### src/rtl/keypad_emulator_if.sv
// Command handshake between a press source and the keypad emulator.
// Groups the key-press strobe/code/bounce and the ready/busy/done/err status.
// master: press source (drives command, reads status); slave: emulator.
interface keypad_emulator_if;
    logic       key_valid;   // one-cycle command strobe
    logic [3:0] key_code;    // row*3 + col, 0..11
    logic [3:0] key_bounce;  // bounce pulses for press and release
    logic       ready;       // emulator idle, command accepted
    logic       busy;        // emulator running a press
    logic       done;        // one-cycle pulse on return to idle
    logic       err;         // one-cycle pulse on out-of-range code

    modport master (
        output key_valid, key_code, key_bounce,
        input  ready, busy, done, err
    );

    modport slave (
        input  key_valid, key_code, key_bounce,
        output ready, busy, done, err
    );
endinterface

### src/rtl/keypad_emulator.sv
// 4x3 matrix keypad responder: closes one contact with press/release bounce.
// Latency: contact closes the cycle after an accepted strobe; rows->cols combinational.
// Backpressure: commands are accepted only while ready; strobes while busy are dropped.
//
// Ports:
//   sys_clk, sys_rst_n : clock, asynchronous active-low reset
//   cmd                : command handshake (key_valid/key_code/key_bounce in,
//                        ready/busy/done/err out)
//   A..D               : row drives from the scanner (row 0..3), active-high
//   E..G               : column returns (col 0..2), active-high
module keypad_emulator #(
    parameter int BOUNCE_PERIOD = 4,
    parameter int HOLD_CYCLES   = 64,
    parameter int CNT_W         = 16
) (
    input  logic               sys_clk,
    input  logic               sys_rst_n,
    keypad_emulator_if.slave   cmd,
    input  logic               A,
    input  logic               B,
    input  logic               C,
    input  logic               D,
    output logic               E,
    output logic               F,
    output logic               G
);

    localparam logic [1:0] S_IDLE    = 2'd0;
    localparam logic [1:0] S_PRESS   = 2'd1;
    localparam logic [1:0] S_HOLD    = 2'd2;
    localparam logic [1:0] S_RELEASE = 2'd3;

    localparam logic [CNT_W-1:0] BP_LOAD   = CNT_W'(BOUNCE_PERIOD - 1);
    localparam logic [CNT_W-1:0] HOLD_LOAD = CNT_W'(HOLD_CYCLES - 1);

    logic [1:0]       state;
    logic             contact;
    logic [1:0]       row_q;
    logic [1:0]       col_q;
    logic [3:0]       n_q;
    logic [CNT_W-1:0] cnt;
    logic [4:0]       seg;
    logic             done_q;
    logic             err_q;

    logic [3:0]       rc_nxt;    // {row, col} decoded from key_code
    logic             code_ok;
    logic [4:0]       seg_last;
    logic [3:0]       rows;

    // Key index to matrix position; anything above 11 is out of range.
    always_comb begin
        rc_nxt  = 4'h0;
        code_ok = 1'b1;
        case (cmd.key_code)
            4'd0:    rc_nxt = {2'd0, 2'd0};
            4'd1:    rc_nxt = {2'd0, 2'd1};
            4'd2:    rc_nxt = {2'd0, 2'd2};
            4'd3:    rc_nxt = {2'd1, 2'd0};
            4'd4:    rc_nxt = {2'd1, 2'd1};
            4'd5:    rc_nxt = {2'd1, 2'd2};
            4'd6:    rc_nxt = {2'd2, 2'd0};
            4'd7:    rc_nxt = {2'd2, 2'd1};
            4'd8:    rc_nxt = {2'd2, 2'd2};
            4'd9:    rc_nxt = {2'd3, 2'd0};
            4'd10:   rc_nxt = {2'd3, 2'd1};
            4'd11:   rc_nxt = {2'd3, 2'd2};
            default: code_ok = 1'b0;
        endcase
    end

    // Last segment index of a bounce phase: 2n-1 (only used when n > 0).
    assign seg_last = {n_q, 1'b0} - 5'd1;

    always_ff @(posedge sys_clk or negedge sys_rst_n) begin
        if (!sys_rst_n) begin
            state   <= S_IDLE;
            contact <= 1'b0;
            row_q   <= 2'd0;
            col_q   <= 2'd0;
            n_q     <= 4'd0;
            cnt     <= '0;
            seg     <= 5'd0;
            done_q  <= 1'b0;
            err_q   <= 1'b0;
        end else begin
            done_q <= 1'b0;
            err_q  <= 1'b0;
            case (state)
                S_IDLE: begin
                    if (cmd.key_valid) begin
                        if (code_ok) begin
                            row_q   <= rc_nxt[3:2];
                            col_q   <= rc_nxt[1:0];
                            n_q     <= cmd.key_bounce;
                            contact <= 1'b1;
                            seg     <= 5'd0;
                            if (cmd.key_bounce != 4'd0) begin
                                state <= S_PRESS;
                                cnt   <= BP_LOAD;
                            end else begin
                                state <= S_HOLD;
                                cnt   <= HOLD_LOAD;
                            end
                        end else begin
                            err_q <= 1'b1;
                        end
                    end
                end
                S_PRESS: begin
                    if (cnt != '0) begin
                        cnt <= cnt - CNT_W'(1);
                    end else if (seg == seg_last) begin
                        state   <= S_HOLD;
                        contact <= 1'b1;
                        cnt     <= HOLD_LOAD;
                    end else begin
                        // Next segment even -> closed; current odd means next even.
                        seg     <= seg + 5'd1;
                        contact <= seg[0];
                        cnt     <= BP_LOAD;
                    end
                end
                S_HOLD: begin
                    if (cnt != '0) begin
                        cnt <= cnt - CNT_W'(1);
                    end else if (n_q != 4'd0) begin
                        state   <= S_RELEASE;
                        seg     <= 5'd0;
                        contact <= 1'b0;
                        cnt     <= BP_LOAD;
                    end else begin
                        state   <= S_IDLE;
                        contact <= 1'b0;
                        done_q  <= 1'b1;
                    end
                end
                S_RELEASE: begin
                    if (cnt != '0) begin
                        cnt <= cnt - CNT_W'(1);
                    end else if (seg == seg_last) begin
                        state   <= S_IDLE;
                        contact <= 1'b0;
                        done_q  <= 1'b1;
                    end else begin
                        // Release phase is inverted: odd segments closed.
                        seg     <= seg + 5'd1;
                        contact <= ~seg[0];
                        cnt     <= BP_LOAD;
                    end
                end
                default: begin
                    state   <= S_IDLE;
                    contact <= 1'b0;
                end
            endcase
        end
    end

    assign cmd.ready = (state == S_IDLE);
    assign cmd.busy  = (state != S_IDLE);
    assign cmd.done  = done_q;
    assign cmd.err   = err_q;

    // Only the latched row can reach the latched column.
    assign rows = {D, C, B, A};
    assign E = contact & rows[row_q] & (col_q == 2'd0);
    assign F = contact & rows[row_q] & (col_q == 2'd1);
    assign G = contact & rows[row_q] & (col_q == 2'd2);

endmodule

### src/flat_wrapper.sv
// flat-port wrapper written by rule: the top's interface ports become plain ports
module keypad_emulator_flat 
#(
    parameter int BOUNCE_PERIOD = 4,
    parameter int HOLD_CYCLES   = 64,
    parameter int CNT_W         = 16
)
  (sys_clk, sys_rst_n, A, B, C, D, E, F, G, cmd_key_valid, cmd_key_code, cmd_key_bounce, cmd_ready, cmd_busy, cmd_done, cmd_err);
  keypad_emulator_if cmd_i ();
  input  logic sys_clk;
  input  logic sys_rst_n;
  input  logic A;
  input  logic B;
  input  logic C;
  input  logic D;
  output logic E;
  output logic F;
  output logic G;
  input wire logic [$bits(cmd_i.key_valid)-1:0] cmd_key_valid;
  input wire logic [$bits(cmd_i.key_code)-1:0] cmd_key_code;
  input wire logic [$bits(cmd_i.key_bounce)-1:0] cmd_key_bounce;
  output wire logic [$bits(cmd_i.ready)-1:0] cmd_ready;
  output wire logic [$bits(cmd_i.busy)-1:0] cmd_busy;
  output wire logic [$bits(cmd_i.done)-1:0] cmd_done;
  output wire logic [$bits(cmd_i.err)-1:0] cmd_err;
  assign cmd_i.key_valid = cmd_key_valid;
  assign cmd_i.key_code = cmd_key_code;
  assign cmd_i.key_bounce = cmd_key_bounce;
  assign cmd_ready = cmd_i.ready;
  assign cmd_busy = cmd_i.busy;
  assign cmd_done = cmd_i.done;
  assign cmd_err = cmd_i.err;
  keypad_emulator #(.BOUNCE_PERIOD(BOUNCE_PERIOD), .HOLD_CYCLES(HOLD_CYCLES), .CNT_W(CNT_W)) u_core (.sys_clk(sys_clk), .sys_rst_n(sys_rst_n), .cmd(cmd_i), .A(A), .B(B), .C(C), .D(D), .E(E), .F(F), .G(G));
endmodule
### config.mk
export PLATFORM = sky130hd
export DESIGN_NAME = keypad_emulator_flat
export DESIGN_NICKNAME = d
export VERILOG_FILES = /design/src/rtl/keypad_emulator_if.sv /design/src/rtl/keypad_emulator.sv /design/src/flat_wrapper.sv
export SDC_FILE = /design/constraint.sdc
export NUM_CORES = 1
export LEC_CHECK = 0
export CORE_MARGIN = 10
export CORE_UTILIZATION = 25
export CTS_CLUSTER_SIZE = 12
export DETAILED_ROUTE_END_ITERATION = 8
export GPL_TIMING_DRIVEN = 0
export PLACE_DENSITY = 0.45
export SETUP_SLACK_MARGIN = 0.1
export SYNTH_ARGS = -nofsm -noshare
export SYNTH_HDL_FRONTEND = slang
export SYNTH_SLANG_ARGS = --single-unit
### constraint.sdc
create_clock -name sys_clk -period 3.5 [get_ports sys_clk]
set_input_delay 0.7 -clock sys_clk [delete_from_list [all_inputs] [get_ports sys_clk]]
set_output_delay 0.7 -clock sys_clk [all_outputs]
set_load 0.02 [all_outputs]
# Word-level counts from Yosys, hierarchy flattened
# Index checks and enable logic that the tools add are counted.
# classes
bitwise	5
n_lt_le_gt_ge	1
n_mux	47
reduce_logical	14
eq_ne	29
addsub	3
# op_table
cell	n
2-to-1 mux 16 bit	7
case mux 16 bit (4 select lines)	1
case mux 4 bit (11 select lines)	1
2-to-1 mux 5 bit	6
2-to-1 mux 2 bit	9
== test 4 x 3 -> 1 bit (second input constant)	4
== test 4 bit (second input constant)	4
2-to-1 mux 1 bit	16
nonzero test 16 bit	1
subtractor 16 x 1 -> 16 bit (second input constant)	1
case mux 5 bit (3 select lines)	1
2-to-1 mux 6 bit	2
!= test 2 bit (second input constant)	6
OR reduction 12 bit	1
== test 4 x 2 -> 1 bit (second input constant)	2
!= test 2 x 1 -> 1 bit (second input constant)	4
case mux 2 bit (4 select lines)	1
nonzero test 4 bit	2
AND reduction 7 bit	1
== test 2 bit (second input constant)	3
AND reduction 6 bit	1
adder 5 x 1 -> 5 bit (second input constant)	1
== test 5 bit	1
AND reduction 5 bit	1
17 further kinds	22
# word_totals
out_inout_bits	7
ff_bits	34
wordCells	108

# Longest topological paths before layout
# logic_depth
word_depth	6
mapped_depth	9

# Worst setup path after synthesis
# No wires, ideal clock.
# synth_path
path_type	input port to output port
from	input port B
to	output port F
t_required_ns	2.800
slack_ns	1.274
stages	3
arrival_ns	1.526
path_cell_list	mux4_2 > nand2_1 > nor3b_1
# synth_via
elab_chain_cells	4
# synth_rtl
item	line_no	rtl
from (decl)	flat_wrapper.sv:13	input logic B;
binary-select mux 1 bit (select 2 bit)	keypad_emulator.sv:168	assign F = contact & rows[row_q] & (col_q == 2'd1);
2-to-1 mux 1 bit (implied by the code)	keypad_emulator.sv:168	
bitwise AND 1 bit (2 in a row)	keypad_emulator.sv:168	
to (decl)	flat_wrapper.sv:17	output logic F;
# No other way between the ends. The select of a mux whose other input is x is not followed.

# Worst setup path in the final report
# layout_path
from	input port A
to	output port G
# layout_via
elab_chain_cells	4
# layout_rtl
item	line_no	rtl
from (decl)	flat_wrapper.sv:12	input logic A;
binary-select mux 1 bit (select 2 bit)	keypad_emulator.sv:169	assign G = contact & rows[row_q] & (col_q == 2'd2);
2-to-1 mux 1 bit (implied by the code)	keypad_emulator.sv:169	
bitwise AND 1 bit (2 in a row)	keypad_emulator.sv:169	
to (decl)	flat_wrapper.sv:18	output logic G;
# No other way between the ends. The select of a mux whose other input is x is not followed.

==> summary.md <==
| Metric | Value |
|---|---|
| Status | finished clean |
| Worst-skew pair later-pin latency | 290 ps |
| Sink Count | 34 |
| Main synth FF type | dfrtp_1 |
| # port buffers | 21 |
| Routed Antenna Nets | 0 |
| Pwr dens | approximately 270 nW/um^2 |
| Hold Vio Cnt, Final | 0 |
| Yosys warnings | 0 |
| Synth async-reset ratio | 1.000 |
| Final instance area | 2666 um^2 |
| Syn Inst Count | about 250 |
| Fin. max-slew vios | 0 |
| Die area | ~13000 um^2 |
| Largest net degree at the start of global routing | 35 |
| Setup CP Type | in -> out |
| FILL cells | roughly 930 |
| # resized after CTS | 0 |
| Die width | 114.7 um |
| Fin crit share | 0.8610 |
| Clock Skew | about 12 ps |
| Router iterations before antenna repair | 4 |
| Crit-path max FO | 3 |
| Post-synth EDFFs | 0 |
| Most common cell in the netlist | dfrtp_1 |
| Setup Buffers After CTS | 0 |
| Core area | 8721 um^2 |
| Diode count | 0 |
| P&R area growth vs syn | 18.85% |
| Total power | ~0.73 mW |
| Initial antenna violation count | 0 |
| RSZ-0062 raised after global routing | false |
| Cts hold-fix bufs | 0 |
| Top cells by area, synth | dfrtp_1 (38%), ha_1 (4.5%), o21ai_0 (3.3%) |
| Max-Cap Viols | 0 |
| Hpwl dp | 4.373 mm |
| Vias per cell | 5.202 |
| H-tree lvl count | 2 |
| Placed Area | about 2600 um^2 |
| Post-synthesis sequential area ratio | 0.3793 |
| Vias | 1982 |
| Worst slew margin | 0.4716 |
| GR Util All Layers | 0.09256 |
| Post-synth top area cell | dfrtp_1 |
| Syn nets | 269 |
| Overflow after GRT | 0 |
| Max clock buf depth | 2 |
| DR iter-0 viols | between 70 and 80 |
| Crit start category | primary input |
| Layout cell share with drive strength beyond 1 | 0.1136 |
| Boundary pin count | 22 |
| GPL Wtd Cong | 0.7707 |
| Vias in the first global route | a little under 2000 |
| Starting Density | 0.2572 |
| Yosys reg bits | 34 |
| Cell variety after synth | just over 60 |
| Post-synth top area share | 0.3793 |
| Drt drc | 0 |
| First-pass GRT wire length | between 10 and 15 mm |
| Peak supply drop | approximately 0.10 mV |
| CTS root buffer | clkbuf_8 |
| Worst Hold Class | in -> async |
| Die height | roughly 110 um |
| Commonest cells in the netlist | dfrtp_1 (34), nand2_1 (19), o21ai_0 (15) |
| Num CTS Buffers | 5 |
| Clock Pin Slew Worst Setup and Hold Paths | ~70 ps |
| Final Setup Violations | 0 |
| CP Data Required Time | around 2800 ps |
| CTS tree | yes |
| CP arrival | 2310 ps |
| Crit path time final | between 3000 and 4000 ps |
| Drt wl/cell | 15.31 um |
| Num rows | 34 |
| Worst Tran Pin Value | a little under 800 ps |
| Achievable frequency | about 330 MHz |
| Total Nets Final | roughly 300 |
| Synth Cell Area | roughly 2200 um^2 |
| Setup TNS | 0 ps |
| CP Capture Type | output pin |
| Synth Area per Inst | around 9 um^2 |
| Routed wire length | 5.832 mm |
| Lkg Pwr | 1.090 nW |
worst max-delay path: stages:
cell	delay (ps)
clkdlybuf4s50_1	460
mux4_2	240
nand2_1	90
nor3b_1	200
clkdlybuf4s50_1	640
flip-flops by register name (all words and copies together) (netlist names):
signal           cells
u_core.row_q         2
u_core.n_q           4
u_core.contact       1
u_core.seg           5
u_core.cmd.err       1
u_core.cnt          16
u_core.col_q         2
u_core.state         2
u_core.cmd.done      1
report_power, final:
| group | switching (mW) | internal, mW |
|---|---|---|
| sequential | 0.000335 | 0.393 |
| clock | 0.141 | 0.152 |
| combinational | 0.0224 | 0.0210 |
| total | 0.164 | 0.566 |
cell type report:
type	instances	area [um^2]	share of cell area
inverters	14	52.55	0.01971
repair buffers	21	205.2	0.07696
multi-input cells	189	1285	0.4819
clock buffers	6	82.58	0.03097
well taps	108	135.1	0.05068
flip-flops and latches	34	850.8	0.3191
plain buffers	9	55.05	0.02065
stage by stage:
step                hold WS (ps)  worst slack [ps]  cells    util
floorplan                  404.4              1274    246       -
global placement           494.0             475.9    375  0.2968
detailed placement         508.4             456.4    375  0.2963
CTS                        523.9             454.0    381  0.3057
global route               548.5             391.9    381  0.3057
finish                     496.3             486.3    381  0.3057
final timing paths:
check / from / to / slack, ps / depth (start not counted)
worst min-delay path: sys_rst_n / u_core.cnt[12] / 500 / 1
max in group asynchronous: sys_rst_n / u_core.row_q[0] / 2500 / 1
min in group sys_clk: u_core.row_q[1] / u_core.row_q[1] / 510 / 2
worst max register to register: u_core.cnt[0] / u_core.cnt[11] / 1160 / 7
worst max-delay path: A / G / 490 / 5
worst min register to register: u_core.row_q[1] / u_core.row_q[1] / 510 / 2
per-layer routing:
metal  GRT usage  vias up  wire [um]
li1            -      971          -
met1      0.1189      970       2788
met2      0.1499       36       2774
met3     0.02656        5        226
met4     0.02228        0         43
met5           0        -          0
cells by family after synthesis:
kind of cell,count (synthesis),synth area share
adder cells (fa/ha/maj),8,0.04462
multiplexers,5,0.03011
AND/OR/NAND/NOR,90,0.2225
buffers and inverters,23,0.04796
flip-flops,34,0.3793
XOR/XNOR,7,0.03346
AO/OA/AOI/OAI,79,0.2421
cells in the final DEF, fill, tap and decap left out, types with 6 or more instances in the layout:
cell / count
a31oi_1: 9
nand2_1: 19
and3_1: 6
nor3_1: 14
ha_1: 8
clkdlybuf4s50_1: 20
dfrtp_1: 34
nand3_1: 9
buf_2: 6
clkbuf_8: 6
a21oi_1: 10
nor2_1: 14
o21ai_0: 15
inv_1: 13
Power figures use the tool's default switching activity.
